$ cat src/rtl/wb_writer_pkg.sv
// Shared writeback definitions: the `TRAP_STALL reset exception code, exception width,
// load-size encodings (common with the MEM stage) and the writeback source selector.
`ifndef TRAP_STALL
`define TRAP_STALL 8'hFF
`endif

package wb_writer_pkg;

  localparam int EXC_W = 8;
  localparam logic [EXC_W-1:0] TRAP_STALL_CODE = `TRAP_STALL;

  typedef enum logic [1:0] {
    LD_NONE = 2'b00,
    LD_BYTE = 2'b01,
    LD_HALF = 2'b10,
    LD_WORD = 2'b11
  } ld_size_e;

  typedef enum logic [2:0] {
    SEL_NONE,
    SEL_TRAP,
    SEL_BUF,
    SEL_MEM,
    SEL_MD
  } wb_sel_e;

endpackage

$ cat src/rtl/wb_load_align.sv
// Combinational extraction and zero/sign extension of sub-word loads from the aligned load word.
module wb_load_align
  import wb_writer_pkg::*;
(
  input  logic [31:0] word_i,
  input  logic [1:0]  size_i,
  input  logic        signed_i,
  input  logic [1:0]  addr_lo_i,
  output logic [31:0] data_o
);

  logic [7:0]  byte_sel;
  logic [15:0] half_sel;

  always_comb begin
    byte_sel = word_i[8*addr_lo_i +: 8];
    // addr_lo[0] is ignored for halves; misalignment is trapped before this stage.
    half_sel = word_i[16*addr_lo_i[1] +: 16];
    data_o   = word_i;
    case (size_i)
      LD_BYTE: data_o = {{24{signed_i & byte_sel[7]}}, byte_sel};
      LD_HALF: data_o = {{16{signed_i & half_sel[15]}}, half_sel};
      default: data_o = word_i;
    endcase
  end

endmodule

$ cat src/rtl/wb_writer.sv
// Writeback-port arbiter: merges MEM results with a one-entry mul/div buffer and a starvation stall.
// Optional WB_BYPASS_EN adds fwd_valid/fwd_index/fwd_data showing the write selected this cycle.
module wb_writer
  import wb_writer_pkg::*;
#(
  parameter int STARVE_MAX = 2
) (
  input  logic             clk,
  input  logic             rst,
  input  logic             mem_valid,
  input  logic [EXC_W-1:0] mem_exception,
  input  logic             mem_wen,
  input  logic [4:0]       mem_windex,
  input  logic [31:0]      mem_wdata,
  input  logic [1:0]       mem_ld_size,
  input  logic             mem_ld_signed,
  input  logic [1:0]       mem_addr_lo,
  input  logic             md_valid,
  output logic             md_ready,
  input  logic [4:0]       md_windex,
  input  logic [31:0]      md_wdata,
  output logic             rf_wen,
  output logic [4:0]       rf_windex,
  output logic [31:0]      rf_wdata,
  output logic [EXC_W-1:0] rf_exception,
  output logic             stall_req
`ifdef WB_BYPASS_EN
  ,
  output logic             fwd_valid,
  output logic [4:0]       fwd_index,
  output logic [31:0]      fwd_data
`endif
);

  localparam int CNT_W = $clog2(STARVE_MAX + 1);

  logic             rf_wen_q, rf_wen_d;
  logic [4:0]       rf_windex_q, rf_windex_d;
  logic [31:0]      rf_wdata_q, rf_wdata_d;
  logic [EXC_W-1:0] rf_exception_q, rf_exception_d;
  logic             stall_q, stall_d;
  logic             buf_full_q, buf_full_d;
  logic [4:0]       buf_index_q, buf_index_d;
  logic [31:0]      buf_data_q, buf_data_d;
  logic [CNT_W-1:0] starve_q, starve_d;

  logic [31:0]      load_data;
  logic [CNT_W-1:0] starve_inc;
  logic             md_accept;
  logic             wr_valid;
  wb_sel_e          sel;

  wb_load_align u_load_align (
    .word_i    (mem_wdata),
    .size_i    (mem_ld_size),
    .signed_i  (mem_ld_signed),
    .addr_lo_i (mem_addr_lo),
    .data_o    (load_data)
  );

  assign md_ready   = !rst && !buf_full_q;
  assign md_accept  = md_valid && md_ready;
  assign starve_inc = starve_q + 1'b1;

  always_comb begin
    sel = SEL_NONE;
    if (mem_valid && mem_exception != '0) begin
      sel = SEL_TRAP;
    end else if (stall_q) begin
      sel = SEL_BUF;
    end else if (mem_valid && mem_wen) begin
      sel = SEL_MEM;
    end else if (buf_full_q) begin
      sel = SEL_BUF;
    end else if (md_accept) begin
      sel = SEL_MD;
    end
  end

  always_comb begin
    wr_valid       = 1'b0;
    rf_windex_d    = rf_windex_q;
    rf_wdata_d     = rf_wdata_q;
    rf_exception_d = '0;
    buf_full_d     = buf_full_q;
    buf_index_d    = buf_index_q;
    buf_data_d     = buf_data_q;
    starve_d       = starve_q;
    stall_d        = 1'b0;
    case (sel)
      SEL_TRAP: begin
        rf_exception_d = mem_exception;
        buf_full_d     = 1'b0;
        starve_d       = '0;
      end
      SEL_BUF: begin
        wr_valid    = 1'b1;
        rf_windex_d = buf_index_q;
        rf_wdata_d  = buf_data_q;
        buf_full_d  = 1'b0;
        starve_d    = '0;
      end
      SEL_MEM: begin
        wr_valid    = 1'b1;
        rf_windex_d = mem_windex;
        rf_wdata_d  = load_data;
        // A younger MEM write to the buffered destination makes the buffered result stale.
        if (buf_full_q && buf_index_q == mem_windex) begin
          buf_full_d = 1'b0;
          starve_d   = '0;
        end else if (buf_full_q) begin
          starve_d = starve_inc;
          stall_d  = (starve_inc >= CNT_W'(STARVE_MAX));
        end else if (md_accept) begin
          buf_full_d  = 1'b1;
          buf_index_d = md_windex;
          buf_data_d  = md_wdata;
        end
      end
      SEL_MD: begin
        wr_valid    = 1'b1;
        rf_windex_d = md_windex;
        rf_wdata_d  = md_wdata;
      end
      default: ;
    endcase
    rf_wen_d = wr_valid && (rf_windex_d != 5'd0);
  end

  always_ff @(posedge clk) begin
    if (rst) begin
      rf_wen_q       <= 1'b0;
      rf_windex_q    <= '0;
      rf_wdata_q     <= '0;
      rf_exception_q <= TRAP_STALL_CODE;
      stall_q        <= 1'b0;
      buf_full_q     <= 1'b0;
      buf_index_q    <= '0;
      buf_data_q     <= '0;
      starve_q       <= '0;
    end else begin
      rf_wen_q       <= rf_wen_d;
      rf_windex_q    <= rf_windex_d;
      rf_wdata_q     <= rf_wdata_d;
      rf_exception_q <= rf_exception_d;
      stall_q        <= stall_d;
      buf_full_q     <= buf_full_d;
      buf_index_q    <= buf_index_d;
      buf_data_q     <= buf_data_d;
      starve_q       <= starve_d;
    end
  end

  assign rf_wen       = rf_wen_q;
  assign rf_windex    = rf_windex_q;
  assign rf_wdata     = rf_wdata_q;
  assign rf_exception = rf_exception_q;
  assign stall_req    = stall_q;

`ifdef WB_BYPASS_EN
  assign fwd_valid = !rst && rf_wen_d;
  assign fwd_index = rf_windex_d;
  assign fwd_data  = rf_wdata_d;
`endif

endmodule

$ cat config.mk
export PLATFORM = sky130hd
export DESIGN_NAME = wb_writer
export DESIGN_NICKNAME = d
export VERILOG_FILES = /design/src/rtl/wb_writer_pkg.sv /design/src/rtl/wb_load_align.sv /design/src/rtl/wb_writer.sv
export SDC_FILE = /design/constraint.sdc
export NUM_CORES = 1
export LEC_CHECK = 0
export CORE_MARGIN = 2
export CORE_UTILIZATION = 60
export CTS_BUF_LIST = sky130_fd_sc_hd__clkbuf_4 sky130_fd_sc_hd__clkbuf_8 sky130_fd_sc_hd__clkbuf_16
export DETAILED_ROUTE_END_ITERATION = 6
export DONT_BUFFER_PORTS = 1
export PLACE_DENSITY = 0.73
export SLEW_MARGIN = 20
export SYNTH_ARGS = -nofsm -noshare
export SYNTH_HDL_FRONTEND = slang
export SYNTH_HIERARCHICAL = 1
export SYNTH_SLANG_ARGS = --single-unit
$ cat constraint.sdc
create_clock -name clk -period 3.94 [get_ports clk]
set_clock_uncertainty 0.2 [all_clocks]
set_input_delay 0.788 -clock clk [delete_from_list [all_inputs] [get_ports clk]]
set_output_delay 0.788 -clock clk [all_outputs]
set_load 0.02 [all_outputs]
==> results.yml <==
floorplanning:
  dieArea_um2: 7920
  die_y_um: 89.0
  core_um2: 6910
  row_count: 30
  die_w_um: 89.0
  start_util_pct: 62.8
  io_pins: 140
setup_path:
  crit_arrival_ps: 2880
  cp_cell_sequence: "or4_4 -> or2_1 -> a21o_1 -> buf_4 -> a221o_1 -> a21oi_1 -> nor3_1"
  required_ps: 3990
  slowest_delay_ps: 550
  crit_family: "simple AND/OR/NAND/NOR gates"
  cp_num_buf_inv: 1
  crit_slowest_cell: "or4_4"
  path_class: "primary input to register"
  start_kind: "primary input"
  worst-path-max-fanout: 21
  cp-end-kind: "register"
global_routing:
  grt_pass1_wl_um: 18800
  track_usage_pct: 31.1
  grt_antenna_before_repair: 0
  grt_max_degree: 51
  grt_overflow: 0
  grt_pass1_vias: 3752
drt:
  wl_per_cell_um: 20.4
  first_pass_iters: 6
  routed_via_density: 6.58
  wl_um: 12600
  drcViolationCount: 0
  vias: 4069
  drt-initial-drc-count: 316
  antenna_left: 0
power:
  power_density_nw_per_um2: 398
  ir_drop_mv: 0.232
  leakage_uw: 0.00165
  power.total_uw: 1810
timing:
  finalCriticalPeriod_ps: 2830
  fin_tns_setup_ps: 0
  slew_violations: 0
  fmax_ghz: 0.353
  min_period_over_period_pct: 71.9
  slew_headroom_pct: 42.3
  rsz0062_at_grt: "false"
  setup_violations: 0
  hold_violations: 0
  tightest_slew_ps: 864
clock_tree:
  cts-resized-gates: 0
  clockBufferDepth: 2
  cts_root_buf: "clkbuf_8"
  cts_hold_buf: 0
  cts.sinks: 87
  cts_buffers: 9
  clk_pin_slew_ps: 90
  cts_setup_buffers: 0
  h-tree-depth: 3
  clock_latency_ps: 360
  cts_tree: "built"
flow_run:
  cap_violations: 0
worst_hold_path:
  hold_class: "register to register"
final_layout:
  final_area_um2: 4550
  fill_cells: 643
  syn2layout_area_growth_pct: 4.82
  final_cells: 618
  antennaDiodeCount: 0
  drive_gt1_share_pct: 9.96
  layout.nets: 611
outcome:
  outcome: "finished, final reports clean"
logic_synthesis:
  synthTopCellsByArea: "dfxtp_1, nand2_1, a21oi_1"
  synth_edf_count: 0
  synth-async-reset-ratio_pct: 0
  synth_warnings: 6
  synth_seq_cells: 87
  synth_area_um2: 4340
  netlist-cell-type-count: 53
  syn_avg_cell_area_um2: 8.03
  syn_inst: 540
  synth.largest_area_cell: "dfxtp_1"
  synth_top_area_share_pct: 40.2
  synth-main-ff-cell: "dfxtp_1"
  syn_nets: 634
  yosysSeqAreaShare_pct: 40.2
placed_design:
  dp_hpwl_um: 8720
  io_buffers: 0
  globalplace.congestion: 0.906
  dpl_cell_area_um2: 4340
  place_inst: 602
## path summary, 6_finish.rpt
| kind | startpoint | to | slack, ps | cells after the start |
|---|---|---|---|---|
| min | buf_data_q[19] | buf_data_q[19] | 250 | 2 |
| max reg2reg | stall_req | rf_wdata[30] | 1240 | 8 |
| max | mem_exception[7] | rf_wdata[30] | 1110 | 7 |
| min reg2reg | buf_data_q[19] | buf_data_q[19] | 250 | 2 |
## cell usage in the layout (no fill, tap or decap), types with 2 or more instances in the layout
| cell type | synthesis | routed |
|---|---|---|
| nor3_1 | 2 | 2 |
| a32oi_1 | 8 | 8 |
| clkbuf_8 | 0 | 10 |
| a22oi_1 | 2 | 2 |
| dfxtp_1 | 87 | 87 |
| xnor2_1 | 6 | 6 |
| nand2_1 | 130 | 130 |
| clkinv_4 | 0 | 2 |
| ha_1 | 2 | 2 |
| inv_1 | 4 | 4 |
| a21o_1 | 18 | 18 |
| o2bb2ai_1 | 7 | 7 |
| or4_4 | 2 | 2 |
| a221oi_1 | 32 | 32 |
| buf_4 | 4 | 14 |
| nor2_1 | 15 | 14 |
| a2bb2oi_1 | 9 | 9 |
| mux2_4 | 2 | 2 |
| a221o_1 | 3 | 3 |
| a22o_1 | 2 | 2 |
| nand3_1 | 4 | 4 |
| a21oi_1 | 83 | 82 |
| or2_2 | 2 | 2 |
| a211oi_1 | 3 | 3 |
| mux2_2 | 7 | 7 |
| o21ai_0 | 34 | 34 |
| and2_1 | 3 | 3 |
| and4_1 | 2 | 2 |
| nor2b_1 | 2 | 2 |
## cell families (layout without fill, tap and decap cells)
family	Yosys count	count (layout)	synth area share [%]
AOI/OAI and AO/OA	214	214	33.0
xor gates and xnor gates	6	6	1.21
adders and majority gates	2	2	0.577
buffers and inverters	52	34	5.63
DFF	87	87	40.2
muxes	9	9	2.51
and+or+nand+nor	170	170	16.9
## metrics by stage
step,utilization [%],hold slack [ps],worst slack (ps)
3_5_place_dp,62.8,241,764
2_1_floorplan,-,235,1080
6_report,65.8,253,1110
4_1_cts,65.8,252,1130
5_1_grt,65.8,264,960
3_3_place_gp,62.8,236,773
## synthesized netlist by cell type, types with 2 or more instances
library cell  instances
nand2_1             130
dfxtp_1              87
a21oi_1              83
clkbuf_1             36
o21ai_0              34
a221oi_1             32
a21o_1               18
nor2_1               15
a2bb2oi_1             9
a32oi_1               8
mux2_2                7
o2bb2ai_1             7
xnor2_1               6
buf_4                 4
buf_6                 4
inv_1                 4
nand3_1               4
a211oi_1              3
a221o_1               3
and2_1                3
a22o_1                2
a22oi_1               2
and4_1                2
buf_2                 2
ha_1                  2
mux2_4                2
nor2b_1               2
nor3_1                2
or2_2                 2
or4_4                 2
## final cells by class
type / count / area (µm²) / share of cell area [%]
inverters: 4 / 15.0 / 0.330
clock inverters: 6 / 68.8 / 1.51
clock buffers: 10 / 138 / 3.03
repair buffers: 14 / 105 / 2.31
well taps: 96 / 120 / 2.64
flip-flops and latches: 87 / 1740 / 38.3
multi-input cells: 401 / 2360 / 51.9
## registers in the layout (all words and copies together), names as in the netlist
name,cells
rf_exception,8
buf_data_q,32
rf_wdata,32
stall_req,1
buf_full_q,1
starve_q,2
rf_wen,1
rf_windex,5
buf_index_q,5
## power by group
| group | switching [µW] | total, µW | internal, µW |
|---|---|---|---|
| logic | 118 | 200 | 82.7 |
| registers | 56.7 | 965 | 909 |
| clock network | 330 | 643 | 314 |
## worst reg2reg max path: stages, from the launching register on
cell,delay [ps]
dfxtp_1,310
buf_4,190
a211o_1,280
a21oi_1,440
a21o_1,480
buf_4,360
a221o_1,150
a21oi_1,40
nor3_1,180
## per-layer routing
metal,wire length [µm],track usage (%)
met5,0,0
met4,125,6.92
met3,1470,9.33
met2,5930,50.7
met1,5080,40.9
Power figures use the tool's default switching activity.
